$ cat config.mk
export PLATFORM = sky130hd
export DESIGN_NAME = regfile_led_reader
export DESIGN_NICKNAME = d
export VERILOG_FILES = /design/src/rtl/regfile_reader_pkg.sv /design/src/rtl/dwell_timer.sv /design/src/rtl/regfile_led_reader.sv
export SDC_FILE = /design/constraint.sdc
export NUM_CORES = 1
export LEC_CHECK = 0
export CAP_MARGIN = 20
export CORE_ASPECT_RATIO = 0.5
export CORE_MARGIN = 1.5
export CORE_UTILIZATION = 46
export DETAILED_ROUTE_END_ITERATION = 10
export PLACE_DENSITY = 0.85
export REMOVE_ABC_BUFFERS = 1
export SKIP_LAST_GASP = 1
export SLEW_MARGIN = 20
export SYNTH_ARGS = -nofsm -noshare
export SYNTH_HDL_FRONTEND = slang
export SYNTH_HIERARCHICAL = 1
export SYNTH_SLANG_ARGS = --single-unit
$ cat constraint.sdc
create_clock -name Clk -period 2.2 [get_ports Clk]
set_input_delay 0.44 -clock Clk [delete_from_list [all_inputs] [get_ports Clk]]
set_output_delay 0.44 -clock Clk [all_outputs]
set_load 0.01 [all_outputs]
$ cat src/rtl/regfile_reader_pkg.sv
// Shared types and constants for the register-file LED reader.
package regfile_reader_pkg;

  localparam int ADDR_W         = 5;
  localparam int DATA_W         = 32;
  localparam int LED_W          = 8;
  localparam int BYTES_PER_WORD = 4;

  typedef enum logic [2:0] {
    IDLE,
    FETCH,
    CAPTURE,
    SHOW,
    DONE
  } state_t;

  // Select byte idx of a word (idx 0 = least significant byte).
  function automatic logic [LED_W-1:0] word_byte(input logic [DATA_W-1:0] word,
                                                 input logic [1:0]        idx);
    logic [DATA_W-1:0] shifted;
    shifted = word >> {idx, 3'b000};
    return shifted[LED_W-1:0];
  endfunction

endpackage

$ cat src/rtl/dwell_timer.sv
// Dwell timer: counts enabled cycles and flags the last cycle of each
// DWELL_CYCLES-long period, then restarts from zero on its own.
module dwell_timer #(
  parameter int DWELL_CYCLES = 4,
  parameter int DWELL_W      = 16
) (
  input  logic clk,
  input  logic reset,
  input  logic clear,
  input  logic enable,
  output logic expire
);

  localparam logic [DWELL_W-1:0] LAST = DWELL_W'(DWELL_CYCLES - 1);

  logic [DWELL_W-1:0] count;

  assign expire = enable && (count == LAST);

  // Count enabled cycles, wrapping to zero on the expiring cycle.
  always_ff @(posedge clk) begin
    if (reset || clear) begin
      count <= '0;
    end else if (enable) begin
      count <= expire ? '0 : count + DWELL_W'(1);
    end
  end

endmodule

$ cat src/rtl/regfile_led_reader.sv
// Register-file LED reader: scans addresses Addr_Lo..Addr_Hi (modulo 32) and
// shows each word on the LED bank one byte at a time, DWELL_CYCLES per byte.
// Optional build macro REGFILE_READER_SKIP_ZERO_EN: all-zero words are not
// displayed; the scan moves straight on and LED/Byte_Idx keep their values.
//
// state   | meaning
// IDLE    | waiting for Start
// FETCH   | Rd_Addr just updated, read data settling
// CAPTURE | latch Rd_Data, show byte 0
// SHOW    | hold current byte for the dwell period, then next byte/word
// DONE    | one-cycle Done pulse
module regfile_led_reader
  import regfile_reader_pkg::*;
#(
  parameter int DWELL_CYCLES = 4,
  parameter int DWELL_W      = 16
) (
  input  logic              Clk,
  input  logic              Reset,
  input  logic              Start,
  input  logic [ADDR_W-1:0] Addr_Lo,
  input  logic [ADDR_W-1:0] Addr_Hi,
  output logic [ADDR_W-1:0] Rd_Addr,
  input  logic [DATA_W-1:0] Rd_Data,
  output logic [LED_W-1:0]  LED,
  output logic [1:0]        Byte_Idx,
  output logic              Busy,
  output logic              Done
);

  state_t state, state_nxt;

  logic [ADDR_W-1:0] hi_addr;
  logic [DATA_W-1:0] word;

  logic load_start;
  logic capture;
  logic next_byte;
  logic adv_addr;
  logic dwell_clear;
  logic dwell_en;
  logic dwell_exp;
  logic last_addr;
  logic skip_word;

  assign last_addr = (Rd_Addr == hi_addr);

`ifdef REGFILE_READER_SKIP_ZERO_EN
  assign skip_word = (Rd_Data == '0);
`else
  assign skip_word = 1'b0;
`endif

  dwell_timer #(
    .DWELL_CYCLES(DWELL_CYCLES),
    .DWELL_W     (DWELL_W)
  ) u_dwell (
    .clk   (Clk),
    .reset (Reset),
    .clear (dwell_clear),
    .enable(dwell_en),
    .expire(dwell_exp)
  );

  // State register.
  always_ff @(posedge Clk) begin
    if (Reset) begin
      state <= IDLE;
    end else begin
      state <= state_nxt;
    end
  end

  // Next-state and datapath control strobes.
  always_comb begin
    state_nxt   = state;
    load_start  = 1'b0;
    capture     = 1'b0;
    next_byte   = 1'b0;
    adv_addr    = 1'b0;
    dwell_clear = 1'b0;
    dwell_en    = 1'b0;
    case (state)
      IDLE: begin
        if (Start) begin
          load_start = 1'b1;
          state_nxt  = FETCH;
        end
      end
      FETCH: begin
        state_nxt = CAPTURE;
      end
      CAPTURE: begin
        if (skip_word) begin
          if (last_addr) begin
            state_nxt = DONE;
          end else begin
            adv_addr  = 1'b1;
            state_nxt = FETCH;
          end
        end else begin
          capture     = 1'b1;
          dwell_clear = 1'b1;
          state_nxt   = SHOW;
        end
      end
      SHOW: begin
        dwell_en = 1'b1;
        if (dwell_exp) begin
          if (Byte_Idx != 2'(BYTES_PER_WORD - 1)) begin
            next_byte = 1'b1;
          end else if (last_addr) begin
            state_nxt = DONE;
          end else begin
            adv_addr  = 1'b1;
            state_nxt = FETCH;
          end
        end
      end
      DONE: begin
        state_nxt = IDLE;
      end
      default: begin
        state_nxt = IDLE;
      end
    endcase
  end

  // Address, captured word and LED/byte-index registers.
  always_ff @(posedge Clk) begin
    if (Reset) begin
      Rd_Addr  <= '0;
      hi_addr  <= '0;
      word     <= '0;
      LED      <= '0;
      Byte_Idx <= '0;
    end else begin
      if (load_start) begin
        Rd_Addr <= Addr_Lo;
        hi_addr <= Addr_Hi;
      end
      if (adv_addr) begin
        Rd_Addr <= Rd_Addr + ADDR_W'(1);
      end
      if (capture) begin
        word     <= Rd_Data;
        LED      <= Rd_Data[LED_W-1:0];
        Byte_Idx <= 2'd0;
      end
      if (next_byte) begin
        Byte_Idx <= Byte_Idx + 2'd1;
        LED      <= word_byte(word, Byte_Idx + 2'd1);
      end
    end
  end

  assign Busy = (state != IDLE);
  assign Done = (state == DONE);

endmodule

==> metrics.md, run 1 <==
| Metric | Value |
|---|---|
| Routed WL | `7200 um` |
| Hold_sp | `word[14]` |
| CP Data Arrival Time | `2.34 ns` |
| Outcome | `completed` |
| Clk slew on worst S/H paths | `0.06 ns` |
| Post-layout util | `63.3%` |
| Initial antenna violation count | `0` |
| Yosys reg bits | `71` |
| Antenna Violating Nets Remaining | `0` |
| Post-synthesis cell type count | `47` |
| Syn. warnings | `6` |
| Critical path type | `flip-flop to flip-flop` |
| Fill cells | `541` |
| Worst-Skew Late Latency | `0.33 ns` |
| CTS tree | `done` |
| Drt drc | `0` |
| Hold Path End | `word[14]` |
| Max Cap Viol | `0` |
| Die width | `120 um` |
| Xor/xnor share of the synthesized area | `4.97%` |
| GRT overflow | `0` |
| First-pass GRT wire length | `11500 um` |
| Post-Synth Simple-Gate Area | `26.5%` |
| CTS Root Cell | `clkbuf_16` |
| Pin count of the biggest net entering global routing | `43` |
| Post-synth top area share | `44.8%` |
| Vias in the first global route | `2543` |
| Top cells by count, synth | `nand2_1, dfxtp_1, a21oi_1` |
| Vias/cell | `5.24` |
| Layout cells sized above 1 | `13.1%` |
| Multi-input gate area | `0.00163 sq mm` |
| Adder-cell area share of the yosys netlist | `1.18%` |
| R2r endpoint | `LED[2]` |
| Cell with the most instances after synthesis | `nand2_1` |
| Area growth from synthesis to layout | `33.3%` |
| Peak Freq | `474 MHz` |
| Post-Synthesis Cells | `372` |
| Post-synth EDFFs | `0` |
| Hold depth | `2` |
| WP data required | `2.43 ns` |
| Routed WL per cell | `13.4 um` |
| Placeable Area | `0.00667 sq mm` |
| Seq/Total Area, Yosys | `44.8%` |
| Final setup violation count | `0` |
| DP Cell Count | `519` |
| Detailed Routing Iterations Pass 1 | `5` |
| Mapped Avg Cell Area | `8.53 sq um` |
| Setup crit end kind | `flip-flop` |
| Die Span Y | `61.7 um` |
| R2R setup slack | `0.09 ns` |
| Largest family of logic cells by synthesized area | `simple AND/OR/NAND/NOR gates` |
| Mux cell area share after synthesis | `5.68%` |
| Synth area leader | `dfxtp_1` |
| Register Area | `0.00142 sq mm` |
| DP Wirelength | `4880 um` |
| Min-delay worst type | `flip-flop to flip-flop` |
| Row cnt | `21` |
| I/O Pins | `62` |
| Diode count | `0` |
| Post-synth ARST share | `0%` |
| GRT Total Usage | `20.0%` |
| Synth Area in Compound Gates | `12.6%` |
| Fin crit share | `95.9%` |
| Clock Path Buffers | `2` |
| Port bufs | `61` |
| Main synth FF type | `dfxtp_1` |
| Setup_tns | `0 ns` |
| Worst-path fanout max | `10` |
| Final hold violation count | `0` |
| Leak | `1.56 nW` |
| CTS Sinks | `71` |
| Skew final | `0.00699 ns` |
| Cell Count, Final, Fillers Out | `536` |
| Power density over the cells | `762 mW/mm^2` |
| Initial DRC count | `220` |
| Final max-slew violation count | `0` |
| Starting density of the core | `47.5%` |
| Startpoint Class | `flip-flop` |
| WHS | `0.453 ns` |
| Critical path origin | `u_dwell/count[1]` |
| NumNets Final | `487` |
| H-Tree Depth | `3` |
| Maximum vdd drop | `0.345 mV` |
| Reg2reg start | `u_dwell/count[1]` |
| Slew margin rel. | `64.0%` |
| GPL Wtd Cong | `0.787` |
| Area of the mapped netlist | `0.00317 sq mm` |
| CTS buffer count | `9` |
| Final worst setup slack | `0.0896 ns` |
| Worst-Margin Slew | `0.540 ns` |
| Pre-CTS setup slack | `0.0585 ns` |
| Fin crit period | `2.11 ns` |
| DIE AREA | `0.00743 sq mm` |
| Reg2Reg Depth | `7` |
| Area contributors post-synth | `dfxtp_1, nand2_1, a21oi_1, mux4_2, nor2_1` |
| Vias | `2807` |
## registers in the layout (all words and copies together) (netlist names)
signal and flops:
Rd_Addr 5, LED 8, hi_addr 5, Byte_Idx 2
state 3, u_dwell/count 16, word 32
## worst max-delay path by stage
stage,end,slack (ns),cells past startpoint
floorplan,Byte_Idx[0],-0.20,8
global placement,Rd_Addr[2],0.15,8
detailed placement,LED[2],0.06,7
CTS,Rd_Addr[2],0.008,8
global route,Busy,-0.00005,4
finish,LED[2],0.09,7
## routing by layer
| layer | global-route usage [%] | share of wire, % | vias up |
|---|---|---|---|
| met4 | 7.06 | 1.7 | 0 |
| met2 | 36.1 | 49 | 63 |
| met5 | 0 | 0 | - |
| li1 | - | - | 1429 |
| met1 | 23.7 | 44 | 1304 |
| met3 | 5.75 | 4.7 | 11 |
## layout make-up
type                            count  area share, %
Clock buffer                       10           5.42
Clock inverter                      6           1.45
Inverter                            6          0.533
Multi-Input combinational cell    271           38.5
Sequential cell                    71           33.7
Tap cell                           92           2.72
Timing Repair Buffer               80           17.7
## where the power goes
group          total, mW  leakage, nW  switching (mW)  internal [mW]
sequential          1.41        0.578          0.0472           1.36
combinational      0.411        0.841           0.202          0.209
clock               1.41        0.142           0.533          0.873
## worst max-delay path, stage by stage (launching register included)
cell and delay, ns:
dfxtp_2 0.35, ha_2 0.20, and4bb_2 0.22, nand4_1 0.14, inv_2 0.13, or3b_2 0.48
buf_4 0.19, a311oi_1 0.29
## per-stage QoR
step | cell area, sq um | total power [mW]
after floorplan | 3060 | 1.62
after global placement | 3920 | 1.83
after detailed placement | 3920 | 1.84
after CTS | 4210 | 3.23
after global routing | 4230 | 3.34
final | 4230 | 3.22
## repair_timing
item / 4_1_cts / 5_1_grt
hold endpoints to repair: 0 / 0
hold buffers: 0 / 0
pin swaps: 0 / 1
setup endpoints to repair: 1 / 10
buffers inserted: 0 / 1
resized for setup: 1 / 4
## layout by cell type, fill, tap and decap left out, drive strengths merged, types with 2 or more instances in the layout
master,instances
nor3,7
nor4,7
nor3b,3
or2,2
nor2,27
clkdlybuf4s50,60
and4,2
nand2b,3
mux4,8
clkinv,4
or3b,2
nand4,7
dfxtp,71
o21ai,4
nand3b,4
xor2,11
clkbuf,10
nand2,92
xnor2,7
o311ai,2
inv,6
a311oi,9
nor2b,3
ha,3
nand3,11
a21oi,43
buf,20
## cell families after synthesis
logic type / Yosys count
AOI/OAI and AO/OA: 66
buffers and inverters: 30
xor gates and xnor gates: 18
adders and majority gates: 3
DFF: 71
muxes: 8
and+or+nand+nor: 176
No activity file was read; power rests on OpenSTA's default activity.
==> run 2: changes to the inputs <==
- SYNTH_HIERARCHICAL: 1 -> default
==> run 2 against run 1 <==
Design area down 0.59%. Flip-flop and latch count unchanged. Register-to-register slack better by 0.22 ns. Combinational power up 130%. Sequential share of layout area up 0.17 points. Critical path depth down 4. Worst hold slack about the same. Largest power group unchanged. Synthesized area about the same. First-iteration DRC count down 35%. Largest cell class unchanged. Clock-buffer cell count up 2. Setup slack better by 0.072 ns.
==> metrics.md, run 2 <==
| Metric | Value |
|---|---|
| Fin crit period | `2.04 ns (-0.0723 ns)` |
| Worst-Skew Late Latency | `0.33 ns (about the same)` |
| Post-synth top area share | `44.8% (about the same)` |
| WP data required | `1.76 ns (-0.67 ns)` |
| Post-route cell area | `0.00420 sq mm (-0.59%)` |
| DP Wirelength | `4750 um (-2.7%)` |
| Largest family of logic cells by synthesized area | `simple AND/OR/NAND/NOR gates` |
| Area post-placement | `0.00386 sq mm (-1.3%)` |
| Port bufs | `61 (unchanged)` |
| Starting density of the core | `47.5% (about the same)` |
| Pin count of the biggest net entering global routing | `43 (unchanged)` |
| Leak | `1.47 nW (-6.0%)` |
| Final hold violation count | `0 (unchanged)` |
| Placeable Area | `0.00667 sq mm (unchanged)` |
| Post-synth EDFFs | `0 (unchanged)` |
| Diode count | `0 (unchanged)` |
| Largest registers | `word (32), u_dwell.count (16), LED (8)` |
| Critical path origin | `state[0]` |
| Reg2reg start | `Rd_Addr[0]` |
| WHS | `0.453 ns (-0.0000410 ns)` |
| Power density over the cells | `987 mW/mm^2 (+30%)` |
| RSZ-0062 raised after global routing | `no` |
| Adder-cell area share of the yosys netlist | `1.18% (about the same)` |
| Final setup violation count | `0 (unchanged)` |
| Main synth FF type | `dfxtp_1` |
| Post-CTS setup buffer count | `0 (unchanged)` |
| Setup_tns | `0 ns (unchanged)` |
| Final max-slew violation count | `0 (unchanged)` |
| Clk slew on worst S/H paths | `0.06 ns (about the same)` |
| Commonest non-fill, non-tap cell in the layout | `nand2_1` |
| Peak Freq | `491 MHz (+3.5%)` |
| Syn. warnings | `0 (-6)` |
| GPL Wtd Cong | `0.820 (+4.3%)` |
| Final Power | `4.15 mW (+29%)` |
| Worst-Margin Slew | `0.823 ns (+0.283 ns)` |
| Vias | `2784 (-0.82%)` |
| Top cells by count, synth | `nand2_1, dfxtp_1, a21oi_1` |
| Area of the mapped netlist | `0.00317 sq mm (about the same)` |
| Area growth from synthesis to layout | `32.5%` |
| Metal2 WL | `3610 um (+1.7%)` |
| Largest register by flop count | `word` |
| I/O Pins | `62 (unchanged)` |
| Critical path type | `flip-flop to primary output` |
| First-pass GRT wire length | `12000 um (+4.1%)` |
| Metal-1 WL | `3200 um (+0.63%)` |
| GRT Total Usage | `21.0% (+1.1 points)` |
| Post-layout util | `63.0% (-0.37 points)` |
| CP max-delay cell | `dfxtp_1` |
| Antenna Violating Nets Remaining | `0 (unchanged)` |
| GRT overflow | `0 (unchanged)` |
| Startpoint Class | `flip-flop` |
| Routed WL | `7290 um (+1.2%)` |
| Yosys reg bits | `71 (unchanged)` |
| Max reg flops | `32 (unchanged)` |
| Synth area leader | `dfxtp_1` |
| Max Cap Viol | `0 (unchanged)` |
| Min-delay worst type | `flip-flop to flip-flop` |
| Row cnt | `21 (unchanged)` |
| Routed met3 length | `380 um (+11%)` |
| Routed WL per cell | `13.7 um (+2.3%)` |
| CTS tree | `done` |
| Clock Path Buffers | `2 (unchanged)` |
| Outcome | `completed` |
| Synth Area in Compound Gates | `12.6% (about the same)` |
| DIE AREA | `0.00743 sq mm (about the same)` |
| Seq/Total Area, Yosys | `44.8% (about the same)` |
| Drt drc | `0 (unchanged)` |
| Hold_sp | `word[17]` |
| CP Data Arrival Time | `1.60 ns (-0.74 ns)` |
| Critical-path cell list | `nor2_1 -> and2_1 -> clkdlybuf4s50_1` |
| Post-synthesis cell type count | `47 (unchanged)` |
| CTS hold repair buffers | `0 (unchanged)` |
| Post-synth ARST share | `0% (unchanged)` |
| Die width | `120 um (about the same)` |
| Die Span Y | `61.7 um (about the same)` |
| Crit-path max cell delay | `0.52 ns (+0.04 ns)` |
| Fin crit share | `92.6% (-3.3 points)` |
| CTS Sinks | `71 (unchanged)` |
| H-Tree Depth | `3 (unchanged)` |
| Xor/xnor share of the synthesized area | `5.25% (+0.28 points)` |
| Fill cells | `554 (+2.4%)` |
| Layout cells sized above 1 | `10.3% (-2.8 points)` |
| Area contributors post-synth | `dfxtp_1, nand2_1, a21oi_1, mux4_2, nor2_1` |
| Detailed Routing Iterations Pass 1 | `4 (-1)` |
| Initial DRC count | `143 (-35%)` |
| Vias/cell | `5.25 (+0.30%)` |
| Slew margin rel. | `45.1% (-19 points)` |
| Initial antenna violation count | `0 (unchanged)` |
| Cell with the most instances after synthesis | `nand2_1` |
| DR top layer | `met4` |
| Post-Synthesis Cells | `375 (+0.81%)` |
| Worst-path fanout max | `8 (-2)` |
| Post-Synth Simple-Gate Area | `26.3% (-0.23 points)` |
| Mapped Avg Cell Area | `8.45 sq um (-0.84%)` |
| Vias in the first global route | `2611 (+2.7%)` |
| Maximum vdd drop | `0.453 mV (+31%)` |
| NumNets Final | `481 (-1.2%)` |
| Setup crit end kind | `primary output` |
| Most frequent cells in the layout | `nand2_1, dfxtp_1, clkdlybuf4s50_1, a21oi_1, nor2_1` |
| CTS buffer count | `9 (unchanged)` |
| Skew final | `0.00395 ns (-0.00304 ns)` |
| Mux cell area share after synthesis | `6.04% (+0.36 points)` |
| CTS Root Cell | `clkbuf_16` |
-- run 2: what timing repair did --
action,CTS,global route
gates resized for setup,0,1
hold endpoints to repair,0,0
endpoints found under the setup margin,0,1
-- run 2: cell type report --
type | count | area (sq um) | area share [%]
clock buffer | 12 | 256 | 6.10
clock inverter | 4 | 76.3 | 1.82
inverter | 3 | 11.3 | 0.268
multi-input combinational | 277 | 1640 | 39.0
sequential | 71 | 1420 | 33.8
tap | 92 | 115 | 2.74
timing repair buffer | 71 | 681 | 16.2
-- run 2: final timing paths --
path	endpoint	slack, ns	depth (start not counted)
min	word[17]	0.45	2
max	Done	0.16	3
min reg2reg	word[17]	0.45	2
max reg2reg	Rd_Addr[4]	0.31	5
-- run 2: power by group --
group	leakage, nW	switching [mW]	total [mW]	internal, mW
registers	0.577	0.144	1.61	1.47
clock network	0.159	0.537	1.59	1.06
logic	0.731	0.509	0.942	0.434
-- run 2: metal layers --
metal	vias to the layer above	GRT usage, %
li1	1412	-
met1	1290	24.8
met2	72	38.2
met3	10	6.75
met4	0	6.22
met5	-	0
-- run 2: stage by stage --
step           setup WS, ns  cells
2_1_floorplan         0.110    351
3_3_place_gp          0.357    514
3_5_place_dp          0.284    514
4_1_cts              0.0528    530
5_1_grt              0.0668    530
6_report              0.162    530
-- run 2: worst max-delay path, delay by kind of cell (launching register included) --
family,cells,cell delay (ns)
and+or+nand+nor,2,0.29
buffers and inverters,1,0.47
DFF,1,0.52
-- run 2: logic make-up (layout without fill, tap and decap cells) --
logic type | after synthesis | after routing
xor gates and xnor gates | 19 | 19
DFF | 71 | 71
buffers and inverters | 27 | 90
adders and majority gates | 3 | 3
muxes | 9 | 9
and+or+nand+nor | 181 | 181
AOI/OAI and AO/OA | 65 | 65
==> run 3: changes to the inputs <==
- CORE_UTILIZATION: 46 -> 51
- PLACE_DENSITY: 0.85 -> 0.89
- clock period: 2.2 -> 2.3 ns (I/O delays scaled with it)
==> run 3 against run 2 <==
Clock skew grew 0.00095 ns. Cell count shrank 1.3%. Global-route usage grew 3.4 points. Critical path type unchanged. Highest routed layer unchanged. Largest cell class unchanged.
==> metrics.md, run 3 (synthesized netlist as in run 2, its figures left out) <==
| Metric | Value |
|---|---|
| Initial DRC count | `227 (+59%)` |
| Detailed Routing Iterations Pass 1 | `4 (unchanged)` |
| Antenna Violating Nets Remaining | `0 (unchanged)` |
| CTS tree | `done` |
| I/O Pins | `62 (unchanged)` |
| Row cnt | `20 (-4.8%)` |
| Placeable Area | `0.00603 sq mm (-9.6%)` |
| Fill cells | `428 (-23%)` |
| Commonest non-fill, non-tap cell in the layout | `nand2_1` |
| Clock power frac | `34.3% (-4.1 points)` |
| Cts repair resizes | `0 (unchanged)` |
| Skew final | `0.00490 ns (+0.000950 ns)` |
| DIE AREA | `0.00673 sq mm (-9.5%)` |
| Area growth from synthesis to layout | `29.8%` |
| Largest register by flop count | `word` |
| Setup_tns | `0 ns (unchanged)` |
| Worst-Margin Slew | `0.827 ns (+0.00390 ns)` |
| GPL Wtd Cong | `0.825 (+0.61%)` |
| Final hold violation count | `0 (unchanged)` |
| Drt drc | `0 (unchanged)` |
| Layout cells sized above 1 | `9.20% (-1.1 points)` |
| First-pass GRT wire length | `12700 um (+5.6%)` |
| WHS | `0.452 ns (-0.00116 ns)` |
| Routed WL per cell | `14.8 um (+7.7%)` |
| GRT Total Usage | `24.4% (+3.4 points)` |
| GRT overflow | `0 (unchanged)` |
| WP data required | `1.84 ns (+0.08 ns)` |
| Outcome | `completed` |
| Fin crit period | `2.18 ns` |
| Vias/cell | `5.49 (+4.6%)` |
| CTS buffer count | `9 (unchanged)` |
| Area post-placement | `0.00384 sq mm (-0.71%)` |
| Initial antenna violation count | `0 (unchanged)` |
| Starting density of the core | `52.6% (+5.1 points)` |
| Critical path origin | `state[2]` |
| Leak | `1.43 nW (-2.8%)` |
| Worst-path fanout max | `9 (+1)` |
| Final max-slew violation count | `0 (unchanged)` |
| Fin crit share | `95.0%` |
| Pin count of the biggest net entering global routing | `43 (unchanged)` |
| Largest registers | `word (32), u_dwell.count (16), LED (8)` |
| Post-route cell area | `0.00411 sq mm (-2.1%)` |
| CTS Sinks | `71 (unchanged)` |
| Die width | `115 um (-4.9%)` |
| Max Cap Viol | `0 (unchanged)` |
| Clock Path Buffers | `2 (unchanged)` |
| P_int | `2.59 mW (-12%)` |
| Combinational power share | `24.0% (+1.3 points)` |
| Die Span Y | `58.8 um (-4.8%)` |
| Switching Fraction | `30.2% (+1.5 points)` |
| Routed WL | `7750 um (+6.3%)` |
| DP Wirelength | `4980 um (+4.8%)` |
| Final setup violation count | `0 (unchanged)` |
| Register share of total power | `41.7% (+2.8 points)` |
| H-Tree Depth | `3 (unchanged)` |
| Vias in the first global route | `2743 (+5.1%)` |
| Max reg flops | `32 (unchanged)` |
| Maximum vdd drop | `0.377 mV (-17%)` |
| Post-CTS setup buffer count | `0 (unchanged)` |
| NumNets Final | `478 (-0.62%)` |
| Power density over the cells | `902 mW/mm^2 (-8.6%)` |
| Peak Freq | `458 MHz` |
| Slew margin rel. | `44.9% (-0.26 points)` |
| Worst-Skew Late Latency | `0.33 ns (about the same)` |
| Port bufs | `61 (unchanged)` |
| Critical path type | `flip-flop to primary output` |
| Vias | `2873 (+3.2%)` |
| CP Data Arrival Time | `1.72 ns (+0.12 ns)` |
| Setup crit end kind | `primary output` |
| Reg2reg start | `u_dwell.count[0]` |
| Switching pwr | `1.12 mW (-5.9%)` |
| Post-layout util | `68.2% (+5.3 points)` |
| Startpoint Class | `flip-flop` |
| Hold_sp | `word[21]` |
| Diode count | `0 (unchanged)` |
| Clk slew on worst S/H paths | `0.05 ns (about the same)` |
| CTS hold repair buffers | `0 (unchanged)` |
| Most frequent cells in the layout | `nand2_1, dfxtp_1, clkdlybuf4s50_1, a21oi_1, nor2_1` |
| Min-delay worst type | `flip-flop to flip-flop` |
| RSZ-0062 raised after global routing | `no` |
| Final Power | `3.71 mW (-11%)` |
| CTS Root Cell | `clkbuf_16` |
run 3: critical path, stage by stage (launching register included):
cell and delay (ns):
dfxtp_1 0.40, nor3_1 0.40, inv_1 0.11, clkdlybuf4s50_1 0.49
run 3: layout make-up:
| cell class | count | area [sq um] | share of cell area, % |
|---|---|---|---|
| clock buffer | 13 | 260 | 6.33 |
| clock inverter | 3 | 17.5 | 0.426 |
| inverter | 3 | 11.3 | 0.274 |
| multi-input combinational | 277 | 1640 | 39.8 |
| sequential | 71 | 1420 | 34.5 |
| tap | 88 | 110 | 2.68 |
| timing repair buffer | 68 | 658 | 16.0 |
run 3: final timing paths:
kind / end / slack [ns] / depth (start not counted)
worst max-delay path: Busy / 0.12 / 3
worst min-delay path: word[21] / 0.45 / 2
worst max register to register: u_dwell.count[15] / 0.34 / 6
worst min register to register: word[21] / 0.45 / 2
run 3: routing by layer:
layer  GRT usage, %  wire (um)
met3           7.93        386
met4           8.39        155
met1           30.1       3380
met5              0          0
met2           41.1       3830
run 3: power by group through the flow:
stage | clock network (mW) | logic, mW | registers (mW)
5_1_grt | 1.33 | 0.983 | 1.56
2_1_floorplan | 0 | 0.505 | 1.54
3_5_place_dp | 0 | 0.870 | 1.56
4_1_cts | 1.29 | 0.885 | 1.54
3_3_place_gp | 0 | 0.851 | 1.55
6_report | 1.27 | 0.891 | 1.55
run 3: per-stage QoR:
stage | worst slack, ns | cells
2_1_floorplan | 0.210 | 351
3_3_place_gp | 0.428 | 507
3_5_place_dp | 0.351 | 507
4_1_cts | 0.131 | 523
5_1_grt | 0.0378 | 523
6_report | 0.115 | 523
